### src/rtl/mr_wb_arb.sv
`default_nettype none
// ============================================================================
// mr_wb_arb : two-master to one-slave pipelined Wishbone arbiter that holds a
//             grant until every accepted request has been acked.
// Optional  : define MR_WB_ARB_TIMEOUT_EN to enable the missing-ack timeout.
// Revision  : 1.0
// ============================================================================
module mr_wb_arb #(
    parameter int AW          = 30,
    parameter int DW          = 32,
    parameter int MAX_OUT     = 4,
    parameter int ROUND_ROBIN = 0,
    parameter int TIMEOUT     = 255
) (
    input  logic            clk,
    input  logic            rst,
    input  logic [AW-1:0]   wbs0_adr_i,
    input  logic [DW-1:0]   wbs0_dat_i,
    output logic [DW-1:0]   wbs0_dat_o,
    input  logic            wbs0_we_i,
    input  logic [DW/8-1:0] wbs0_sel_i,
    input  logic            wbs0_stb_i,
    input  logic            wbs0_cyc_i,
    output logic            wbs0_ack_o,
    output logic            wbs0_err_o,
    output logic            wbs0_stall_o,
    input  logic [AW-1:0]   wbs1_adr_i,
    input  logic [DW-1:0]   wbs1_dat_i,
    output logic [DW-1:0]   wbs1_dat_o,
    input  logic            wbs1_we_i,
    input  logic [DW/8-1:0] wbs1_sel_i,
    input  logic            wbs1_stb_i,
    input  logic            wbs1_cyc_i,
    output logic            wbs1_ack_o,
    output logic            wbs1_err_o,
    output logic            wbs1_stall_o,
    output logic [AW-1:0]   wbm_adr_o,
    output logic [DW-1:0]   wbm_dat_o,
    input  logic [DW-1:0]   wbm_dat_i,
    output logic            wbm_we_o,
    output logic [DW/8-1:0] wbm_sel_o,
    output logic            wbm_stb_o,
    output logic            wbm_cyc_o,
    input  logic            wbm_ack_i,
    input  logic            wbm_err_i,
    input  logic            wbm_stall_i
);

    localparam int CW = $clog2(MAX_OUT + 1);

    typedef enum logic [1:0] {
        IDLE = 2'd0,
        G0   = 2'd1,
        G1   = 2'd2
    } state_t;

    state_t        state;
    logic [CW-1:0] cnt;
    logic          last;

    logic g0, g1, cyc_x, stb_x, other_cyc;
    logic full, pending, rsp_in, resp, accept, timeout_hit;

    assign g0        = (state == G0);
    assign g1        = (state == G1);
    assign cyc_x     = (g0 & wbs0_cyc_i) | (g1 & wbs1_cyc_i);
    assign stb_x     = (g0 & wbs0_stb_i) | (g1 & wbs1_stb_i);
    assign other_cyc = g0 ? wbs1_cyc_i : wbs0_cyc_i;
    assign full      = (cnt == CW'(MAX_OUT));
    assign pending   = (cnt != '0);
    assign rsp_in    = wbm_ack_i | wbm_err_i;
    // Responses with nothing outstanding belong to an aborted grant: drop them.
    assign resp      = pending & rsp_in;
    assign accept    = wbm_stb_o & ~wbm_stall_i;

    always_comb begin
        wbm_adr_o = '0;
        wbm_dat_o = '0;
        wbm_we_o  = 1'b0;
        wbm_sel_o = '0;
        if (g0) begin
            wbm_adr_o = wbs0_adr_i;
            wbm_dat_o = wbs0_dat_i;
            wbm_we_o  = wbs0_we_i;
            wbm_sel_o = wbs0_sel_i;
        end else if (g1) begin
            wbm_adr_o = wbs1_adr_i;
            wbm_dat_o = wbs1_dat_i;
            wbm_we_o  = wbs1_we_i;
            wbm_sel_o = wbs1_sel_i;
        end
    end

    assign wbm_cyc_o    = cyc_x & ~timeout_hit;
    assign wbm_stb_o    = stb_x & ~full & ~timeout_hit;

    assign wbs0_dat_o   = wbm_dat_i;
    assign wbs1_dat_o   = wbm_dat_i;
    assign wbs0_ack_o   = g0 & wbm_ack_i & pending;
    assign wbs1_ack_o   = g1 & wbm_ack_i & pending;
    assign wbs0_err_o   = g0 & ((wbm_err_i & pending) | timeout_hit);
    assign wbs1_err_o   = g1 & ((wbm_err_i & pending) | timeout_hit);
    assign wbs0_stall_o = ~g0 | wbm_stall_i | full;
    assign wbs1_stall_o = ~g1 | wbm_stall_i | full;

    always_ff @(posedge clk or posedge rst) begin
        if (rst) begin
            state <= IDLE;
            cnt   <= '0;
            last  <= 1'b0;
        end else begin
            case (state)
                IDLE: begin
                    cnt <= '0;
                    if (wbs0_cyc_i && wbs1_cyc_i)
                        state <= (ROUND_ROBIN != 0 && last) ? G0 : G1;
                    else if (wbs0_cyc_i)
                        state <= G0;
                    else if (wbs1_cyc_i)
                        state <= G1;
                end
                G0, G1: begin
                    if (timeout_hit) begin
                        state <= IDLE;
                        cnt   <= '0;
                        last  <= g1;
                    end else if (!cyc_x) begin
                        // Clean release may hand straight over; abort always idles.
                        cnt  <= '0;
                        last <= g1;
                        if (pending && !(cnt == CW'(1) && resp))
                            state <= IDLE;
                        else if (other_cyc)
                            state <= g0 ? G1 : G0;
                        else
                            state <= IDLE;
                    end else if (accept && !resp) begin
                        cnt <= cnt + CW'(1);
                    end else if (!accept && resp) begin
                        cnt <= cnt - CW'(1);
                    end
                end
                default: begin
                    state <= IDLE;
                    cnt   <= '0;
                end
            endcase
        end
    end

`ifdef MR_WB_ARB_TIMEOUT_EN
    localparam int TW = $clog2(TIMEOUT + 1);

    logic [TW-1:0] tcnt;

    // Fires on the TIMEOUT-th silent cycle after the oldest unanswered accept.
    assign timeout_hit = pending & cyc_x & ~rsp_in & (tcnt == TW'(TIMEOUT - 1));

    always_ff @(posedge clk or posedge rst) begin
        if (rst)
            tcnt <= '0;
        else if (!pending || rsp_in || !cyc_x || timeout_hit)
            tcnt <= '0;
        else
            tcnt <= tcnt + TW'(1);
    end
`else
    assign timeout_hit = 1'b0;
`endif

endmodule
`default_nettype wire

### config.mk
export PLATFORM = sky130hd
export DESIGN_NAME = mr_wb_arb
export DESIGN_NICKNAME = d
export VERILOG_FILES = /design/src/rtl/mr_wb_arb.sv
export SDC_FILE = /design/constraint.sdc
export NUM_CORES = 1
export LEC_CHECK = 0
export CORE_AREA = 2 2 121 123
export DETAILED_ROUTE_END_ITERATION = 6
export DIE_AREA = 0 0 123 125
export GPL_ROUTABILITY_DRIVEN = 0
export GPL_TIMING_DRIVEN = 0
export PLACE_DENSITY_LB_ADDON = 0.2
export SLEW_MARGIN = 20
export SYNTH_ARGS = -nofsm -noshare
export SYNTH_HDL_FRONTEND = slang
export SYNTH_SLANG_ARGS = --single-unit
### constraint.sdc
create_clock -name clk -period 4.2 [get_ports clk]
set_input_delay 0.84 -clock clk [delete_from_list [all_inputs] [get_ports clk]]
set_output_delay 0.84 -clock clk [all_outputs]
set_load 0.05 [all_outputs]
==> summary.md <==
| Metric | Value |
|---|---|
| Residual antenna-violating net count after detailed routing | `0` |
| Share of power burned in registers | `0.025` |
| Total Neg Setup Slack | `0 ns` |
| Area of the die | `15380 um^2` |
| H-tree level count | `1` |
| Final Critical Period | `3.812 ns` |
| Min-Delay Path Class | `flop to flop` |
| Top fanout value on the critical path | `10` |
| Share of synthesized area occupied by flip-flops and latches | `0.07407` |
| Number of enable flip-flop cells after synthesis | `0` |
| Final hold violation count | `0` |
| Most frequent cell after synthesis | `a22o_1` |
| Post-route cell area | `4811 um^2` |
| Share of power burned in the clock network | `0.060` |
| Global-route wire length before repair | `14430 um` |
| Number of gates resized after CTS | `0` |
| Via count of the first global-routing pass | `2608` |
| Required time of the worst setup path | `3.36 ns` |
| Pre-antenna DRT Iters | `4` |
| TritonCTS clock tree | `built` |
| Area Growth Syn to Fin | `184.8%` |
| Number of unique standard cell types used by synthesis | `31` |
| Reg-to-reg setup timing slack | `2.37 ns` |
| Max Freq | `262.3 MHz` |
| Portion of total power attributed to combinational logic | `0.915` |
| Area fraction of the dominant cell type after synthesis | `0.3578` |
| Root Driver | `clkbuf_16` |
| Internal power | `1034 uW` |
| Site row count | `44` |
| Synth cell count leaders | `a22o_1, buf_4, inv_1` |
| Most instantiated flip-flop cell in the synthesis netlist | `dfrtp_1` |
| Starting Density | `0.1189` |
| Worst slew pin tran | `0.5735 ns` |
| Net switching power | `1504 uW` |
| All-layer global routing usage | `0.1174` |
| Setup slack at placement | `0.5717 ns` |
| Slew Viols, Final | `0` |
| Total of flip-flops plus latches after synthesis | `5` |
| Die X-Extent | `123 um` |
| Final net count | `680` |
| Post-Synthesis Mean Instance Area | `8.005 um^2` |
| Ratio of final minimum period to clock period | `0.9077` |
| Crit path kind | `flop to output port` |
| Sum of net half-perimeters after detailed placement | `8759 um` |
| Maximum number of pins on one net before global-route repair | `11` |
| Post-placement cell area | `4732 um^2` |
| Cell type contributing the most total cell area after synthesis | `a22o_1` |
| Number of vias in the routed layout | `2623` |
| Maximum number of buffers from clock root to sink | `2` |
| Total CTS buffers | `3` |
| Arr. time, crit path | `2.97 ns` |
| Max capacitance violation total | `0` |
| Worst slew margin relative to its limit | `0.6177` |
| GRT Residual Overflow | `0` |
| Total of warnings raised by yosys | `0` |
| DRC violation count after routing | `0` |
| Final wirelength | `10090 um` |
| Synth area leaders | `a22o_1, buf_4, dfrtp_1` |
| Unrepaired setup endpoints after global routing | `false` |
| Setup repair bufs after CTS | `0` |
| Insertion delay of the later-clocked pin in the worst-skew pair | `0.22 ns` |
| Sinks on Clock Net | `5` |
| Number of nets produced by synthesis | `394` |
| # setup viols final | `0` |
| Number of buffers added on ports | `281` |
| Post-route total power | `2538 uW` |
| Ratio of total power to cell area | `527.5 nW/um^2` |
| Status | `completed` |
| Number of I/O pins | `314` |
| Height of the die | `125 um` |
| Mapped Cells | `211` |
| Share of flip-flops with an asynchronous set or reset after synthesis | `1.000` |
| Via density per instance | `3.857` |
| Number of antenna violations at the first check in global routing | `0` |
| Average routed wire per standard cell | `14.84 um` |
| Worst Clk Skew | `0.0005747 ns` |
| Endpoint class of the critical path | `output port` |
| Setup crit start kind | `flop` |
| Netlist Area Pre-Place | `1689 um^2` |
| Violation count after the first detailed-route iteration | `50` |
| CORE AREA | `14200 um^2` |
| Layout cells sized above 1 | `0.1492` |
| Leak pwr | `0.001982 uW` |
| Antenna diode count | `0` |
| Cts hold-fix bufs | `0` |
| Clock transition at the registers of the reported paths | `0.03 ns` |
| IR drop worst, VDD | `0.1780 mV` |
| Switching share of total power | `0.5927` |
| Post-route setup slack | `0.3877 ns` |
[layout make-up]
class | instances | area (um^2)
clock buffers | 4 | 78.83
repair buffers | 281 | 2813
inverters | 9 | 33.78
well taps | 184 | 230.2
plain buffers | 79 | 545.5
flip-flops and latches | 5 | 125.1
fillers | 1456 | 9393
multi-input cells | 118 | 984.7
[power by group through the flow]
stage	Clock, uW	Combinational (uW)	Sequential (uW)
final	153	2320	63.3
after global routing	165	2440	65.0
after CTS	156	2340	63.2
after detailed placement	0	2340	63.8
after global placement	0	2340	63.2
after floorplan	0	1530	62.6
[routing by layer]
layer,vias up,global-route usage,share of wire
met5,-,0,0
met4,0,0.004679,0
met1,1192,0.1335,0.37
met3,0,0.02144,0.088
met2,133,0.2333,0.54
li1,1298,-,-
[per-stage QoR]
stage	std cells	hold slack (ns)	util
final	680	0.6187	0.3387
after CTS	680	0.6183	0.3387
after global routing	680	0.6711	0.3387
after detailed placement	676	0.6138	0.3332
after floorplan	211	0.5468	-
after global placement	676	0.6044	0.3332
[cell families (layout without fill, tap and decap cells)]
logic type	count (synthesis)	in the layout	share of synthesized area
fa+ha+maj	8	8	0.05926
compound gates	87	87	0.4385
buf+inv	88	373	0.3430
flops	5	5	0.07407
simple gates	22	22	0.07185
xor+xnor	1	1	0.01333
[flip-flops by register name (all words and copies together), names as in the netlist]
name / flops
cnt: 3
state: 2
[worst paths after layout]
check | startpoint | end | cells after the start
max | state[0] | wbm_dat_o[8] | 7
min reg2reg | state[1] | state[1] | 2
max in group asynchronous | rst | cnt[1] | 2
min | state[1] | state[1] | 2
max reg2reg | state[0] | cnt[2] | 6
min in group asynchronous | rst | state[0] | 2
[placed cells by master (no fill, tap or decap), types with 2 or more instances in the layout]
| cell | Yosys | final |
|---|---|---|
| ha_1 | 8 | 8 |
| a211oi_1 | 3 | 3 |
| nor2_1 | 4 | 4 |
| buf_1 | 3 | 3 |
| dfrtp_1 | 5 | 5 |
| a21oi_1 | 2 | 2 |
| clkbuf_1 | 7 | 8 |
| nand2b_1 | 3 | 3 |
| nand2_1 | 5 | 5 |
| inv_1 | 9 | 9 |
| clkbuf_16 | 0 | 3 |
| a22o_1 | 69 | 69 |
| buf_2 | 4 | 4 |
| nor2b_1 | 3 | 3 |
| buf_4 | 65 | 65 |
| and3_1 | 4 | 4 |
| o211ai_1 | 2 | 2 |
| clkdlybuf4s50_1 | 0 | 281 |
[critical path, cell delays in order, from the launching register on]
cell             delay, ns
dfrtp_1               0.39
inv_1                 0.11
ha_1                  0.32
nor2b_1               0.34
buf_2                 0.33
buf_2                 0.28
a22o_1                0.15
clkdlybuf4s50_1       0.83
Power figures use the tool's default switching activity.
